**src/rtl/if_fetch_unit.sv**
```systemverilog
// rtl/if_fetch_unit.sv - instruction fetch stage feeding the IF/ID pipeline register
//
// Owns the fetch PC and issues one request at a time to a variable-latency
// instruction memory over a req/ack handshake. The fetched instruction sits
// in an output buffer until ID takes it. Stall comes from the hazard unit and
// redirect comes from EX.
//
// Optional feature macro: IF_FETCH_PERF_CNT_EN (adds perf_fetched/perf_stall).
//
// Ports:
//   clk, rst          clock (rising edge), asynchronous active-low reset
//   stall             ID cannot accept this cycle
//   redirect          taken control transfer from EX, target on redirect_pc
//   imem_req/addr     registered memory request, address held until ack
//   imem_ack/rdata    memory response
//   PC, inst          address and instruction held in the output buffer
//   inst_valid        output buffer holds an instruction
//   IF_ID_Write       IF/ID write enable (inst_valid & ~stall & ~redirect)
//   perf_fetched      instructions handed to ID (feature only)
//   perf_stall        cycles a valid instruction was held by stall (feature only)

module if_fetch_unit #(
    parameter logic [31:0] RESET_PC = 32'h0000_0000,
    parameter logic [31:0] NOP_INST = 32'h0000_0013
) (
    input  logic        clk,
    input  logic        rst,
    input  logic        stall,
    input  logic        redirect,
    input  logic [31:0] redirect_pc,
    output logic        imem_req,
    output logic [31:0] imem_addr,
    input  logic        imem_ack,
    input  logic [31:0] imem_rdata,
    output logic [31:0] PC,
    output logic [31:0] inst,
    output logic        inst_valid,
`ifdef IF_FETCH_PERF_CNT_EN
    output logic [31:0] perf_fetched,
    output logic [31:0] perf_stall,
`endif
    output logic        IF_ID_Write
);

    typedef enum logic [1:0] {
        IDLE = 2'd0,
        REQ  = 2'd1,
        DROP = 2'd2,
        FULL = 2'd3
    } state_t;

    state_t      state_q;
    logic [31:0] fetch_pc_q;
    logic [31:0] target_q;
    logic        imem_req_q;
    logic [31:0] imem_addr_q;
    logic [31:0] pc_q;
    logic [31:0] inst_q;
    logic        inst_valid_q;

    // Address the stale request in DROP resolves to: a redirect in the ack
    // cycle itself overrides the saved target.
    logic [31:0] drop_addr_d;
    logic [31:0] redirect_next_d;
    logic [31:0] drop_next_d;
    logic [31:0] addr_next_d;

    assign drop_addr_d     = redirect ? redirect_pc : target_q;
    assign redirect_next_d = redirect_pc + 32'd4;
    assign drop_next_d     = drop_addr_d + 32'd4;
    assign addr_next_d     = imem_addr_q + 32'd4;

    always_ff @(posedge clk or negedge rst) begin
        if (!rst) begin
            state_q      <= IDLE;
            fetch_pc_q   <= RESET_PC;
            target_q     <= 32'd0;
            imem_req_q   <= 1'b0;
            imem_addr_q  <= 32'd0;
            pc_q         <= 32'd0;
            inst_q       <= NOP_INST;
            inst_valid_q <= 1'b0;
        end else begin
            case (state_q)
                IDLE: begin
                    imem_req_q <= 1'b1;
                    state_q    <= REQ;
                    if (redirect) begin
                        imem_addr_q <= redirect_pc;
                        fetch_pc_q  <= redirect_next_d;
                    end else begin
                        imem_addr_q <= fetch_pc_q;
                    end
                end
                REQ: begin
                    if (imem_ack && redirect) begin
                        // Returned instruction is on the wrong path; refetch at the target.
                        imem_addr_q <= redirect_pc;
                        fetch_pc_q  <= redirect_next_d;
                    end else if (imem_ack) begin
                        pc_q         <= imem_addr_q;
                        inst_q       <= imem_rdata;
                        inst_valid_q <= 1'b1;
                        fetch_pc_q   <= addr_next_d;
                        imem_req_q   <= 1'b0;
                        state_q      <= FULL;
                    end else if (redirect) begin
                        // Address must stay stable until ack, so remember the target.
                        target_q <= redirect_pc;
                        state_q  <= DROP;
                    end
                end
                DROP: begin
                    if (imem_ack) begin
                        imem_addr_q <= drop_addr_d;
                        fetch_pc_q  <= drop_next_d;
                        state_q     <= REQ;
                    end else if (redirect) begin
                        target_q <= redirect_pc;
                    end
                end
                FULL: begin
                    if (redirect) begin
                        inst_valid_q <= 1'b0;
                        inst_q       <= NOP_INST;
                        imem_req_q   <= 1'b1;
                        imem_addr_q  <= redirect_pc;
                        fetch_pc_q   <= redirect_next_d;
                        state_q      <= REQ;
                    end else if (!stall) begin
                        // IF/ID captures PC/inst on this same edge.
                        inst_valid_q <= 1'b0;
                        inst_q       <= NOP_INST;
                        imem_req_q   <= 1'b1;
                        imem_addr_q  <= fetch_pc_q;
                        state_q      <= REQ;
                    end
                end
                default: state_q <= IDLE;
            endcase
        end
    end

    assign imem_req    = imem_req_q;
    assign imem_addr   = imem_addr_q;
    assign PC          = pc_q;
    assign inst        = inst_q;
    assign inst_valid  = inst_valid_q;
    assign IF_ID_Write = inst_valid_q & ~stall & ~redirect;

`ifdef IF_FETCH_PERF_CNT_EN
    logic [31:0] perf_fetched_q;
    logic [31:0] perf_stall_q;

    always_ff @(posedge clk or negedge rst) begin
        if (!rst) begin
            perf_fetched_q <= 32'd0;
            perf_stall_q   <= 32'd0;
        end else begin
            if (IF_ID_Write) begin
                perf_fetched_q <= perf_fetched_q + 32'd1;
            end
            if (inst_valid_q && stall && !redirect) begin
                perf_stall_q <= perf_stall_q + 32'd1;
            end
        end
    end

    assign perf_fetched = perf_fetched_q;
    assign perf_stall   = perf_stall_q;
`endif

endmodule

```
**config.mk**
```make
export PLATFORM = sky130hd
export DESIGN_NAME = if_fetch_unit
export DESIGN_NICKNAME = d
export VERILOG_FILES = /design/src/rtl/if_fetch_unit.sv
export SDC_FILE = /design/constraint.sdc
export NUM_CORES = 1
export LEC_CHECK = 0
export CORE_MARGIN = 10
export CORE_UTILIZATION = 55
export CTS_BUF_LIST = sky130_fd_sc_hd__clkbuf_4
export CTS_CLUSTER_SIZE = 12
export DETAILED_ROUTE_END_ITERATION = 8
export PLACE_DENSITY = 0.82
export SLEW_MARGIN = 20
export SYNTH_ARGS = -nofsm -noshare
export SYNTH_HDL_FRONTEND = slang
export SYNTH_SLANG_ARGS = --single-unit
```
**constraint.sdc**
```tcl
create_clock -name clk -period 4.7 [get_ports clk]
set_input_delay 0.47 -clock clk [delete_from_list [all_inputs] [get_ports clk]]
set_output_delay 0.47 -clock clk [all_outputs]
set_load 0.02 [all_outputs]
```
After elaboration in Yosys (flattened, before gate mapping)
Cells that the tools add are included.

operators by class
  multiplexer cells = 37
  add/subtract/negate cells = 3
  reductions and logical operators = 13
  bitwise logic cells = 5
  eq/ne operators = 11

operator list
  operator                 count
  $mux W32                 16
  $pmux W32 S2             2
  $pmux W32 S4             1
  $add A32 B3 Y32 const B  3
  $pmux W32 S3             1
  $mux W2                  6
  $reduce_and A4 Y1        3
  $ne A3 B3 Y1 const B     3
  $reduce_and A3 Y1        3
  $mux W1                  8
  $ne A2 B2 Y1 const B     4
  $pmux W2 S4              1
  $eq A2 B2 Y1 const B     2
  $reduce_bool A2 Y1       2
  $not A1 Y1               3
  $pmux W1 S3              1
  $reduce_bool A3 Y1       1
  $and A1 B1 Y1            2
  $eq A2 B1 Y1 const B     1
  $logic_not A2 Y1         1
  $ne A2 B1 Y1 const B     1
  $pmux W1 S2              1
  $reduce_and A2 Y1        1
  $reduce_or A2 Y1         1
  $logic_and A1 B1 Y1      1

storage, ports and cells
  register bits = 164
  word-level logic and storage cells = 77
  output and inout port bits = 99

Logic depth before layout (Yosys ltp)
  depth in word-level cells = 4
  depth in mapped cells = 13
  gate-level depth less buffers = 9

Worst setup path before layout
OpenSTA, ideal clock, no wires.

  kind = input to register
  from = input port redirect
  to = register fetch_pc_q[22]
  setup time = 0.094 ns
  stages = 12
  required time = 4.606 ns
  arrival time = 2.870 ns
  path slack = 1.736 ns
  path buffers = 4
  cells stage by stage = buf_4 > buf_4 > buf_4 > buf_2 > o21ai_0 > ha_1 > nand4_1 > a22oi_1 > nand4_1 > a21oi_1 > mux2_2 > a211oi_1

between the ends
  cells in the longest elaborated chain, start to end = 4
  elaborated cells between the ends (all ways) = 9

RTL lines
  what                      RTL line  text
  start: declaration        29        input logic redirect,
  $mux W32                  --
  named net drop_addr_d[3]  63        logic [31:0] drop_addr_d;
  $add A32 B3 Y32           70        assign drop_next_d = drop_addr_d + 32'd4;
  $mux W32                  114       if (imem_ack) begin
  $pmux W32 S3              84        case (state_q)
  end signal: assignment    90        fetch_pc_q <= redirect_next_d;
  end signal: assignment    116       fetch_pc_q <= drop_next_d;
  end signal: assignment    128       fetch_pc_q <= redirect_next_d;
  end: declaration          53        logic [31:0] fetch_pc_q;

The timed path passes the listed nets, and every way through them passes these cells. The select of a mux whose other input is x is not followed.
A chain may end at the register's enable or synchronous reset.

Worst setup path after layout
  from = register state_q[1]
  to = register fetch_pc_q[9]

between the ends
  cells in the longest elaborated chain, start to end = 4
  elaborated cells between the ends (all ways) = 10

RTL lines
  what                                                     RTL line  text
  start: declaration                                       52        state_t state_q;
  start signal: assignment                                 75        state_q <= IDLE;
  start signal: assignment                                 87        state_q <= REQ;
  start signal: assignment                                 106       state_q <= FULL;
  $eq A2 B2 Y1 / $logic_not A2 Y1 (equally long branches)  84
  $reduce_or A2 Y1 (no line)                               --
  $ne A2 B1 Y1 (no line)                                   --
  $reduce_and A3 Y1 (no line)                              --
  end signal: assignment                                   90
  end signal: assignment                                   99        fetch_pc_q <= redirect_next_d;
  end signal: assignment                                   104       fetch_pc_q <= addr_next_d;

Parallel ways exist; a longest one is shown, timed or not.

==> impl_results.md <==
* Result of the run: finished, violations left
* Failing checks: design-rule violations
* TritonCTS Buffers at 17
* # DRC at 18
* Final setup vio count at 0
* Syn avg cell area at between 9 and 10 um^2
* Mapped Cells at 1127
* Total Nets Final at 1313
* Post-route minimum period at just over 3000 ps
* FFs w/ async S/R, synth at 100.0%
* Tot Pwr at 8.265 mW
* Seq. cell area at 4108 um^2
* Slowest stage cell, crit path: ha_2
* 1st-pass router iterations at 9
* Fmax at around 0.32 GHz
* Synth Flop Type: dfrtp_1
* GR Util met1 at 38.48%
* Gr busiest metal: met2
* Clock Tree Buf Depth at 2
* Top-count cell post-synth: dfrtp_1
* Critical path depth at 7
* Setup crit start: state_q[1]$_DFFE_PN0P_
* Synth top cells by count: 161 x dfrtp_1, 137 x nand2_1, 74 x o21ai_0
* Vias in the first global route at about 9000
* Multi-input gate area at 5699 um^2
* Layout fillers at between 1500 and 2000
* DRT antenna net count at 0
* Sink Count at around 160
* Initial Util at around 56%
* Resized Gates After CTS at 0
* Core Footprint at 18580 um^2
* Wirelength per Cell at about 23 um
* Worst vdd ir at between 0.4 and 0.5 mV
* FF+latch count, synth at 164
* Final Hold Viols at 0
* Synth warn at 0
* Slew Viols, Final at 0
* IO Pins at 168
* P_leak at between 5 and 6 nW
* Synth cell types at 68
* Worst skew pair latency at 600 ps
* GRT met3 Usage at between 7 and 8%
* Hold Path Class: in -> reg
* Placer Congestion at about 1.1
* Total vias in the final route at roughly 10000
* Worst r2r src: state_q[1]$_DFFE_PN0P_
* Synth Cell Area at 10350 um^2
* Crit path to: fetch_pc_q[9]$_DFFE_PN0P_
* Cell taking the most area after synthesis: dfrtp_1
* First-pass GRT wire length at roughly 53 mm
* Root Driver: clkbuf_4
* Clk slew on worst S/H paths at 160 ps
* Clock tree from TritonCTS: built
* IO buf count at ~170
* CP endpoint kind: register
* Post-route cell area at approximately 12000 um^2
* Family with the most delay on the worst path: compound AO/OA/AOI/OAI gates
* Hold_buf cts at 1
* # Post-CTS Setup Buffers at 0
* Pwr dens at ~670 nW/um^2
* DR vias/cell at 6.657
* Unrepaired setup endpoints after global routing: false
* Max incr delay on CP at 620 ps
* First DRT Iteration DRCs at roughly 1800
* Ranking of synthesized cells by area: dfrtp_1 39%, mux2_2 5.1%, nand2_1 5.0%
* Synth top area share at approximately two fifths
* Gr usage total at 27.29%
* Global route total overflow at 0
* Share of cells above drive strength 1 at ~10%
* Pin count of the biggest net entering global routing at 103
* CP Class: reg -> reg
* R2R depth at 7
* Period Utilization, post-route at 65.73%
* Die W at around 160 um
* Crit path launch type: register
* Htree depth at 4
* Slew margin rel. at between 20% and 30%
* DIE AREA at around 25000 um^2
* Number of enable flip-flop cells after synthesis at 0
* Worst slew pin tran at ~1100 ps
* CP Max Fanout at 33
* Met2 Use GR at between 40% and 50%
* Routed Wire Length at between 30 and 40 mm
* Area Overhead vs Synth at 19.10%
* DP Wirelength at between 20 and 25 mm
* Die height at roughly 160 um
* WP buf/inv at 2
* Seq/Total Area, Yosys at 39.70%
* DP Area at between 10000 and 15000 um^2
* Worst Skew at about 21 ps
* Worst Path Required at around 5200 ps
* Max Cap Viol at 0
* Crit-path cells: inv_1 > ha_2 > buf_4 > nand3_2 > o21ai_1 > a222oi_1 > o21ai_0
* Post-Syn Nets at ~1200
* Crit path DAT at ~3600 ps
* FF-to-FF End: fetch_pc_q[9]$_DFFE_PN0P_
* Antenna violations before repair at 1
* R2R Setup Slk at ~1600 ps
* # rows at 50
* TNS Setup at 0 ps
-- per-layer routing --
layer | wire length, um | part of all wire (%)
met1 | 14270 | 42
met2 | 14500 | 43
met3 | 4366 | 13
met4 | 821 | 2.4
met5 | 0 | 0
-- registers in the layout (all words and copies together) (netlist names) --
register / cells
imem_addr: 32
imem_req: 1
PC: 32
target_q: 32
fetch_pc_q: 32
inst: 32
inst_valid: 1
state_q: 2
-- worst min path at each step --
stage          slack [ps]  cells after the start                 from                   end
2_1_floorplan         170                      0                  rst     PC[0]$_DFFE_PN0P_
3_3_place_gp          450                      2  inst[1]$_DFFE_PN1P_   inst[1]$_DFFE_PN1P_
3_5_place_dp          450                      2  inst[0]$_DFFE_PN1P_   inst[0]$_DFFE_PN1P_
4_1_cts               440                      2       imem_rdata[16]  inst[16]$_DFFE_PN0P_
5_1_grt               430                      2       imem_rdata[16]  inst[16]$_DFFE_PN0P_
6_report              460                      2       imem_rdata[16]  inst[16]$_DFFE_PN0P_
-- cell type report --
cell class	count	area share (%)
timing repair buffer	188	14.96
inverter	32	0.9748
clock buffer	18	1.097
multi-input combinational	835	46.25
sequential	164	33.34
clock inverter	14	0.9647
tap	234	2.376
antenna	2	0.04062
-- where the power goes --
part           internal [mW]  switching [mW]  leakage [nW]
logic                   2.00            2.73          2.97
clock network          0.231           0.572         0.137
registers               2.10           0.637          2.02
total                   4.33            3.93          5.13
-- cell usage in the layout (no fill, tap or decap), types with 5 or more instances in the layout --
| cell type | Yosys | final |
|---|---|---|
| a211oi_1 | 22 | 22 |
| a21o_1 | 33 | 33 |
| a21oi_1 | 21 | 21 |
| a221oi_1 | 34 | 34 |
| a222oi_1 | 7 | 7 |
| a22o_1 | 30 | 30 |
| a22oi_1 | 11 | 11 |
| a311oi_1 | 22 | 22 |
| a31oi_1 | 6 | 6 |
| and2_1 | 6 | 6 |
| and3_1 | 12 | 12 |
| and4_1 | 6 | 6 |
| buf_4 | 11 | 20 |
| clkbuf_4 | 0 | 18 |
| clkdlybuf4s50_1 | 0 | 165 |
| dfrtp_1 | 161 | 161 |
| inv_1 | 32 | 32 |
| inv_6 | 0 | 6 |
| mux2_2 | 47 | 47 |
| mux2i_1 | 34 | 34 |
| nand2_1 | 137 | 136 |
| nand2b_1 | 5 | 5 |
| nand3_1 | 56 | 55 |
| nand3b_1 | 18 | 18 |
| nand4_1 | 31 | 31 |
| nor2_1 | 48 | 47 |
| nor3_1 | 21 | 21 |
| nor4_1 | 8 | 8 |
| o21ai_0 | 74 | 74 |
| o22ai_1 | 14 | 13 |
| xnor2_1 | 38 | 38 |
| xor2_1 | 34 | 34 |
-- cells by family after synthesis --
group | Yosys count | share of synthesized area, %
simple gates | 372 | 18.56
compound gates | 304 | 21.04
flops | 164 | 39.70
buf+inv | 128 | 5.466
mux | 81 | 8.405
xor+xnor | 72 | 6.095
fa+ha+maj | 6 | 0.7256
-- through the flow --
| stage | util [%] | std cells | hold slack (ps) | setup slack (ps) |
|---|---|---|---|---|
| final | 66.32 | 1487 | 455.1 | 1611 |
| after global routing | 66.32 | 1487 | 429.0 | 1516 |
| after CTS | 66.26 | 1485 | 435.8 | 1765 |
| after detailed placement | 64.84 | 1452 | 451.6 | 1263 |
| after global placement | 64.84 | 1452 | 449.1 | 1361 |
| after floorplan | - | 1127 | 174.4 | 1736 |
No activity file was read; power rests on OpenSTA's default activity.
